==> config.mk <==
export PLATFORM = sky130hd
export DESIGN_NAME = serial_tx_master
export DESIGN_NICKNAME = d
export VERILOG_FILES = /design/src/rtl/ser_pkg.sv /design/src/rtl/encode_8b10b.sv /design/src/rtl/serial_tx_master.sv
export SDC_FILE = /design/constraint.sdc
export NUM_CORES = 1
export LEC_CHECK = 0
export CORE_MARGIN = 3
export CORE_UTILIZATION = 29
export CTS_BUF_LIST = sky130_fd_sc_hd__clkbuf_4
export CTS_CLUSTER_DIAMETER = 50
export DETAILED_ROUTE_END_ITERATION = 12
export PLACE_DENSITY_LB_ADDON = 0.2
export SLEW_MARGIN = 15
export SYNTH_ARGS = -nofsm -noshare
export SYNTH_HDL_FRONTEND = slang
export SYNTH_SLANG_ARGS = --single-unit
==> constraint.sdc <==
create_clock -name i_clk -period 10.43 [get_ports i_clk]
set_input_delay 2.086 -clock i_clk [delete_from_list [all_inputs] [get_ports i_clk]]
set_output_delay 2.086 -clock i_clk [all_outputs]
set_load 0.01 [all_outputs]
==> src/rtl/ser_pkg.sv <==
// ser_pkg: shared constants, payload layout and FSM encoding for the serial link
package ser_pkg;
   localparam int CLK_PER_BIT = 4;
   localparam int FRAME_SYMS  = 256;
   localparam logic [9:0] K28_5_RDN  = 10'b0011111010;
   localparam logic [9:0] K28_5_RDP  = 10'b1100000101;
   localparam logic [7:0] K28_5_BYTE = 8'hBC;
   localparam int POS_ISPRO    = 7;
   localparam int POS_ISMASTER = 6;
   localparam int POS_RAWPLS   = 5;
   localparam int POS_P1       = 4;
   localparam int POS_OPT_HI   = 3;
   localparam int POS_OPT_LO   = 1;
   localparam int POS_P2       = 0;
   localparam logic [1:0] ST_IDLE  = 2'd0;
   localparam logic [1:0] ST_COMMA = 2'd1;
   localparam logic [1:0] ST_DATA  = 2'd2;
   // Each nibble carries odd parity so a stuck nibble is detectable at the slave
   function automatic logic [7:0] make_payload(input logic is_pro, is_master, raw_pls,
                                               input logic [2:0] option);
      logic [7:0] p;
      p = '0;
      p[POS_ISPRO] = is_pro;
      p[POS_ISMASTER] = is_master;
      p[POS_RAWPLS] = raw_pls;
      p[POS_P1] = ~^{is_pro, is_master, raw_pls};
      p[POS_OPT_HI:POS_OPT_LO] = option;
      p[POS_P2] = ~^option;
      return p;
   endfunction
endpackage

==> src/rtl/encode_8b10b.sv <==
// encode_8b10b: combinational 8b10b encoder, dataout = {abcdei, fghj} with a in bit 9
module encode_8b10b (
   input  logic [7:0] datain,
   input  logic       kin,
   input  logic       dispin,
   output logic [9:0] dataout,
   output logic       dispout
);
   // 5b/6b and 3b/4b codes in their RD- form
   localparam logic [5:0] T6 [32] = '{
      6'b100111, 6'b011101, 6'b101101, 6'b110001, 6'b110101, 6'b101001, 6'b011001, 6'b111000,
      6'b111001, 6'b100101, 6'b010101, 6'b110100, 6'b001101, 6'b101100, 6'b011100, 6'b010111,
      6'b011011, 6'b100011, 6'b010011, 6'b110010, 6'b001011, 6'b101010, 6'b011010, 6'b111010,
      6'b110011, 6'b100110, 6'b010110, 6'b110110, 6'b001110, 6'b101110, 6'b011110, 6'b101011};
   localparam logic [3:0] T4 [8] = '{
      4'b1011, 4'b1001, 4'b0101, 4'b1100, 4'b1101, 4'b1010, 4'b0110, 4'b1110};
   logic [4:0] x;
   logic [2:0] y;
   logic [5:0] c6, o6;
   logic [3:0] c4, p4, o4;
   logic       k28, u6, u4, rdm, a7;
   assign x = datain[4:0];
   assign y = datain[7:5];
   assign k28 = kin && x == 5'd28;
   assign c6 = k28 ? 6'b001111 : T6[x];
   assign u6 = $countones(c6) != 3;
   assign o6 = dispin && (u6 || x == 5'd7) ? ~c6 : c6;
   assign rdm = dispin ^ u6;
   // Alternate x.7 avoids a run of five equal bits across the sub-block seam
   assign a7 = y == 3'd7 && (kin || (!rdm && (x == 5'd17 || x == 5'd18 || x == 5'd20))
                                 || (rdm && (x == 5'd11 || x == 5'd13 || x == 5'd14)));
   assign c4 = a7 ? 4'b0111 : T4[y];
   assign u4 = $countones(c4) != 2;
   assign p4 = u4 || y == 3'd3 ? ~c4 : c4;
   assign o4 = rdm ? p4 : (k28 ? ~p4 : c4);
   assign dataout = {o6, o4};
   assign dispout = rdm ^ u4;
endmodule

==> src/rtl/serial_tx_master.sv <==
// serial_tx_master: frame builder, 8b10b encoder and MSB-first serializer for the SFP link
module serial_tx_master #(
   parameter int CLK_PER_BIT = ser_pkg::CLK_PER_BIT,
   parameter int FRAME_SYMS  = ser_pkg::FRAME_SYMS
) (
   input  logic       i_clk,
   input  logic       i_res_n,
   input  logic       i_tx_en,
   input  logic       i_IsPro,
   input  logic       i_IsMaster,
   input  logic       i_RawPls,
   input  logic [2:0] i_Option,
   output logic       o_SerialData,
   output logic       o_tx_dis,
   output logic       o_sym_load,
   output logic       o_tx_led
);
   import ser_pkg::*;
   localparam int DW = CLK_PER_BIT > 1 ? $clog2(CLK_PER_BIT) : 1;
   localparam int SW = FRAME_SYMS > 1 ? $clog2(FRAME_SYMS) : 1;
   logic [1:0]    state;
   logic [DW-1:0] div;
   logic [3:0]    bitc;
   logic [SW-1:0] symc, symc_nxt;
   logic [9:0]    shreg, code;
   logic          rd, code_rd, bit_end, sym_end, comma, load;
   assign bit_end = div == DW'(CLK_PER_BIT - 1);
   assign sym_end = state != ST_IDLE && bit_end && bitc == 4'd9;
   assign symc_nxt = state == ST_IDLE || symc == SW'(FRAME_SYMS - 1) ? '0 : symc + 1'b1;
   assign comma = symc_nxt == '0;
   assign load = state == ST_IDLE ? i_tx_en : sym_end && i_tx_en;
   encode_8b10b u_enc (
      .datain (comma ? K28_5_BYTE : make_payload(i_IsPro, i_IsMaster, i_RawPls, i_Option)),
      .kin    (comma),
      .dispin (rd),
      .dataout(code),
      .dispout(code_rd)
   );
   // The line register always holds shreg[9], so it is updated from the next shreg value
   always_ff @(posedge i_clk or negedge i_res_n)
      if (!i_res_n) begin
         state <= ST_IDLE;
         div <= '0;
         bitc <= '0;
         symc <= '0;
         shreg <= '0;
         rd <= 1'b0;
         o_SerialData <= 1'b0;
         o_tx_dis <= 1'b1;
         o_sym_load <= 1'b0;
         o_tx_led <= 1'b0;
      end else begin
         o_sym_load <= load;
         if (load) begin
            state <= comma ? ST_COMMA : ST_DATA;
            symc <= symc_nxt;
            div <= '0;
            bitc <= '0;
            shreg <= code;
            o_SerialData <= code[9];
            rd <= code_rd;
            o_tx_dis <= 1'b0;
            if (!comma) o_tx_led <= i_RawPls;
         end else if (sym_end || state == ST_IDLE) begin
            state <= ST_IDLE;
            symc <= '0;
            div <= '0;
            bitc <= '0;
            shreg <= '0;
            rd <= 1'b0;
            o_SerialData <= 1'b0;
            o_tx_dis <= 1'b1;
            o_tx_led <= 1'b0;
         end else if (bit_end) begin
            div <= '0;
            bitc <= bitc + 1'b1;
            shreg <= {shreg[8:0], 1'b0};
            o_SerialData <= shreg[8];
         end else begin
            div <= div + 1'b1;
         end
      end
endmodule

==> run_results.csv <==
group,metric,value,unit
sta,rsz0062_at_grt,"no",
sta,min_period,7.89,ns
final_layout,layout_common_cells,"33 x nand2_1, 29 x dfrtp_1, 24 x nor2_1",
sta,worst_pin_slew,0.820,ns
final_layout,num-fill-cells,942,
synth,yosys.area.top_type,"dfrtp_1",
route,vias_per_cell,5.20,
final_layout,mostFrequentLayoutCell,"nand2_1",
route,wl,6090,um
grt,grt_pass1_vias,2143,
grt,track_usage,0.122,
final_layout,nets,347,
clocking,cts-root-buf,"clkbuf_4",
synth,ys_types,64,
clocking,clock_latency,0.34,ns
pwr,ir_drop,0.0946,mV
synth,avgSynthCellArea,8.65,um2
final_layout,final_cells,422,
sta,relSlewSlack,0.452,
die,dieArea,10500,um2
final_layout,area_delta_synth_final,8.29,%
route,post-route-drc-count,0,
clocking,hold_buffers,0,
synth,ys.flop_type,"dfrtp_1",
final_layout,layout-drive-gt1-share,0.0924,
job,maxCapViolations,0,
grt,antenna_found_initial,0,
synth,synthArstFlopShare,1.00,
final_layout,diodes,0,
synth,synth_edf_count,0,
clocking,cts_buffers,5,
synth,synth_area_leaders,"dfrtp_1 27%, ha_1 11%, nand2_1 4.6%",
worst_hold_path,hold_path.class,"reg -> reg",
clocking,clock_path_buffers,2,
sta,setup_violations,0,
clocking,cts_repair_resize_count,0,
sta,clock_skew,0.0123,ns
synth,syn_area,2700,um2
grt,grt_start_max_net_pins,31,
clocking,cts_tree,"yes",
route,num_vias,2193,
synth,synth_top_area_frac,0.269,
run_status,status,"complete, no violations",
critical_path,cp_top_family,"adder cells",
sta,fin_tns_setup,0,ns
sta,fin_crit_sh,0.757,
die,start_util,0.304,
critical_path,worstPathArrival,8.10,ns
placed_design,port_buffers,12,
grt,met1_usage,0.160,
synth,yosysSeqAreaShare,0.278,
grt,use_met3,0.0183,
critical_path,end_kind,"flop",
sta,finalMaxSlewViolations,0,
grt,busiest_layer,"met2",
critical_path,criticalPathCategory,"in -> reg",
grt,grt_overflow,0,
pwr,p_per_area,276,nW/um2
critical_path,start_kind,"input port",
synth,synth_warnings,0,
critical_path,crit_fanout,17,
clocking,cts.sinks,30,
clocking,post_cts_buffers,0,
die,io_pins,13,
route,dr.pass1.iters,4,
route,drtIter0Drc,107,
critical_path,cpMaxStageDelayCell,"clkdlybuf4s50_1",
sta,fmax,127,MHz
route,wl_per_cell,14.4,um
sta,hold_viol,0,
placed_design,placed_cells,414,
die,core-area,8890,um2
clocking,cts-htree-levels,2,
grt,use_met2,0.208,
clocking,clk_pin_slew,0.09,ns
synth,synth_nets,346,
critical_path,slowest_delay,0.87,ns
pwr,power_leakage,1.27,nW
die,die_w,102,um
placed_design,gp_congestion,0.783,
critical_path,path_buf_inv,3,
route,ant_nets,0,
synth,synth-seq-cells,30,
die,rows,34,
die,fp.dieH,102,um
critical_path,required,10.64,ns
grt,grt_pass1_wl,10400,um
synth,synth_cells,312,
placed_design,dpl.hpwl,4450,um
state kept, by name, indices dropped and copies added (netlist names):
signal / cells
o_sym_load: 1
o_tx_dis: 1
shreg: 9
o_SerialData: 1
symc: 8
o_tx_led: 1
div: 2
rd: 1
state: 2
bitc: 4
report_power, final:
part	total, mW	leakage [nW]	switching (mW)	internal [mW]
clock	0.0714	0.0331	0.0435	0.0279
sequential	0.191	0.381	0.0324	0.158
combinational	0.545	0.856	0.299	0.246
path summary, 6_finish.rpt:
kind | slack (ns) | depth (start not counted) | end | from
setup / recovery | 2.54 | 25 | rd | i_Option[1]
hold / removal | 0.44 | 1 | div[0] | div[0]
setup reg to reg | 3.37 | 27 | rd | symc[0]
hold reg to reg | 0.44 | 1 | div[0] | div[0]
max in group asynchronous | 7.98 | 2 | o_tx_dis | i_res_n
min in group asynchronous | 2.14 | 2 | state[0] | i_res_n
Yosys cell counts, drive strengths merged (2+ instances only):
cell type,count
a211o,2
a211oi,3
a21oi,20
a22o,3
a31oi,3
and2,6
and3,15
buf,8
clkbuf,11
dfrtp,29
fa,2
ha,23
inv,10
maj3,2
mux2,2
mux2i,8
nand2,33
nand2b,3
nand3,10
nand4,3
nand4b,2
nor2,25
nor2b,2
nor3,6
nor3b,2
o2111ai,2
o211a,2
o211ai,3
o21ai,29
o22ai,5
o31ai,4
or2,2
xnor2,9
xor2,6
cell families after synthesis:
family,share of synthesized area
AO/OA/AOI/OAI,0.220
XOR/XNOR,0.0663
adder cells (fa/ha/maj),0.130
buffers and inverters,0.0496
flip-flops,0.279
multiplexers,0.0394
AND/OR/NAND/NOR,0.216
metrics by stage:
step	worst slack [ns]	power [mW]	area [um2]	util	hold slack [ns]
CTS	2.53	0.820	2920	0.329	0.450
finish	2.54	0.807	2920	0.329	0.443
global route	2.11	0.900	2920	0.329	0.481
detailed placement	2.19	0.747	2870	0.323	0.433
global placement	2.34	0.737	2870	0.323	0.432
floorplan	3.06	0.634	2700	-	0.410
routing by layer:
layer,up-vias,part of all wire
met5,-,0
met4,0,0.011
met3,6,0.022
met2,26,0.49
met1,1048,0.48
li1,1113,-
area by class of cell:
type / count / area, um2 / area share
multi-input combinational: 252 / 1810 / 0.620
sequential: 30 / 752 / 0.257
tap: 108 / 135 / 0.0462
timing repair buffer: 13 / 128 / 0.0436
clock buffer: 6 / 45.0 / 0.0154
inverter: 11 / 41.3 / 0.0141
clock inverter: 2 / 8.76 / 0.00300
worst register-to-register path: cells and delay by family (launching register included):
kind	cells	cell delay (ns)
and+or+nand+nor	5	1.21
AOI/OAI and AO/OA	6	1.48
adders and majority gates	6	1.89
xor gates and xnor gates	3	0.62
buffers and inverters	2	0.16
muxes	5	1.08
DFF	1	0.50
Power figures use the tool's default switching activity.
==> patch (config.mk and constraints unchanged) <==
Register the inputs `i_tx_en`, `i_IsPro`, `i_IsMaster`, `i_RawPls` and `i_Option` before use. The logic sees them one clock later.
--- a/src/rtl/serial_tx_master.sv
+++ b/src/rtl/serial_tx_master.sv
@@ -20,2 +20,17 @@
    localparam int SW = FRAME_SYMS > 1 ? $clog2(FRAME_SYMS) : 1;
+
+   logic i_tx_en_q;
+   logic i_IsPro_q;
+   logic i_IsMaster_q;
+   logic i_RawPls_q;
+   logic [2:0] i_Option_q;
+
+   always_ff @(posedge i_clk) begin
+       i_tx_en_q    <= i_tx_en;
+       i_IsPro_q    <= i_IsPro;
+       i_IsMaster_q <= i_IsMaster;
+       i_RawPls_q   <= i_RawPls;
+       i_Option_q   <= i_Option;
+   end
+
    logic [1:0]    state;
@@ -30,5 +45,5 @@
    assign comma = symc_nxt == '0;
-   assign load = state == ST_IDLE ? i_tx_en : sym_end && i_tx_en;
+   assign load = state == ST_IDLE ? i_tx_en_q : sym_end && i_tx_en_q;
    encode_8b10b u_enc (
-      .datain (comma ? K28_5_BYTE : make_payload(i_IsPro, i_IsMaster, i_RawPls, i_Option)),
+      .datain (comma ? K28_5_BYTE : make_payload(i_IsPro_q, i_IsMaster_q, i_RawPls_q, i_Option_q)),
       .kin    (comma),
@@ -62,3 +77,3 @@
             o_tx_dis <= 1'b0;
-            if (!comma) o_tx_led <= i_RawPls;
+            if (!comma) o_tx_led <= i_RawPls_q;
          end else if (sym_end || state == ST_IDLE) begin
Formal check against the unedited RTL: not equivalent (a bounded check fails within 4 cycles, from zero or initial values).
==> patch against the original RTL <==
Worst setup slack gained 0.40 ns. Clock power is 85% higher. Critical endpoint unchanged. Power increased by 12%. Area after synthesis increased by 6.8%. Synthesized cell count increased by 5.8%. Final area up 9.2%. Global-route usage is 0.94 points higher. Largest cell class unchanged. Non-clock buffer count grew 2. Routed wire length up 16%. Die area is 6.4% higher. Sequential cell count grew 7.
==> patch: results (changes against the original RTL) <==
- Yosys cell types: 65 (+1.6%)
- R2r startpoint: symc[1]
- Final nets: 362 (+4.3%)
- Seq/Total Area, Yosys: 0.309 (+0.0310)
- Net Sw Frac: 0.456 (-0.00861)
- Dpl hpwl: 5090 µm (+14%)
- Top cells by area, synth: dfrtp_1 25%, ha_1 10%, nand2_1 4.9%
- Peak per-stage delay on the critical path: 0.60 ns (-0.27 ns)
- Final wirelength: 7090 µm (+16%)
- Slew HR: 0.418 (-0.0340)
- Clk slew on worst S/H paths: 0.14 ns (+0.05 ns)
- Slowest CP cell: o41ai_1
- IR drop worst, VDD: 111 µV (+18%)
- Via count: 2449 (+12%)
- Signal arrival time at the worst endpoint: 7.71 ns (-0.39 ns)
- Placed insts: 450 (+8.7%)
- GR Util met3: 0.0276 (+0.00929)
- Leak: 1.37 nW (+8.1%)
- Syn_area_per_cell: 8.74 µm² (+0.94%)
- Met2 usage: 0.196 (-0.0118)
- Grt met1 use: 0.194 (+0.0337)
- Placer congestion estimate: 0.858 (+9.6%)
- Crit Path Max Fanout: 11 (-6)
- First-pass GRT wire length: 12100 µm (+16%)
- Async SR Flop Fraction: 0.811 (-0.189)
- Gr usage total: 0.132 (+0.00945)
- Worst Skew: 0.0183 ns (+0.00595 ns)
- Outcome: finished, final reports clean
[patch: cell types whose count changed after synthesis, sizes merged, moves of 4 or more]
cell	before	now
nor2	25	13
o21ai	29	17
dfxtp	0	7
inv	10	17
a21oi	20	14
nand3	10	16
and3	15	10
nand2	33	38
o211ai	3	8
a32oi	0	4
buf	8	12
nand2b	3	7
xnor2	9	5
[patch: worst max-delay path: cells and delay by family, from the launching register on]
kind,cells,cell delay [ns]
DFF,1,0.52
buffers and inverters,2,0.24
AOI/OAI and AO/OA,9,2.21
xor gates and xnor gates,3,0.55
and+or+nand+nor,5,1.91
muxes,1,0.08
adders and majority gates,6,1.83
[patch: cells by family (layout without fill, tap and decap cells)]
family                   count (synthesis)  count (layout)  share of synthesized area
AND/OR/NAND/NOR                        116             116                      0.207
flip-flops                              37              37                      0.309
buffers and inverters                   41              40                     0.0573
XOR/XNOR                                13              13                     0.0495
AO/OA/AOI/OAI                           87              87                      0.225
adder cells (fa/ha/maj)                 26              26                      0.117
multiplexers                            10              10                     0.0347
[patch: final cells by class]
type	count	area (µm²)
Clock buffer	5	37.5
Clock inverter	3	68.8
Fill cell	1017	6270
Inverter	17	63.8
Multi-Input combinational cell	252	1830
Sequential cell	37	892
Tap cell	129	161
Timing Repair Buffer	15	143
[patch: per-stage QoR]
| stage | util | area (µm²) |
|---|---|---|
| global placement | 0.326 | 3090 |
| finish | 0.337 | 3190 |
| CTS | 0.337 | 3190 |
| detailed placement | 0.326 | 3090 |
| floorplan | - | 2880 |
| global route | 0.337 | 3190 |
[patch: worst paths after layout]
kind	to	slack, ns	cells after the start
setup reg to reg	rd	2.94	26
max in group asynchronous	o_tx_dis	8.02	2
hold reg to reg	div[0]	0.45	1
hold / removal	div[0]	0.45	1
min in group asynchronous	bitc[2]	2.10	2
setup / recovery	rd	2.94	26
[patch: power by group through the flow]
stage | clock (W) | sequential, W | combinational (W)
after floorplan | 0 | 0.000204 | 0.000439
after global placement | 0 | 0.000216 | 0.000553
after detailed placement | 0 | 0.000216 | 0.000554
after CTS | 0.000136 | 0.000213 | 0.000558
after global routing | 0.000141 | 0.000220 | 0.000634
final | 0.000132 | 0.000213 | 0.000558
[patch: routing by layer]
layer  wire length [µm]  part of all wire
met5                  0                 0
met4                 68            0.0096
met3                344             0.048
met2               3030              0.43
met1               3650              0.52
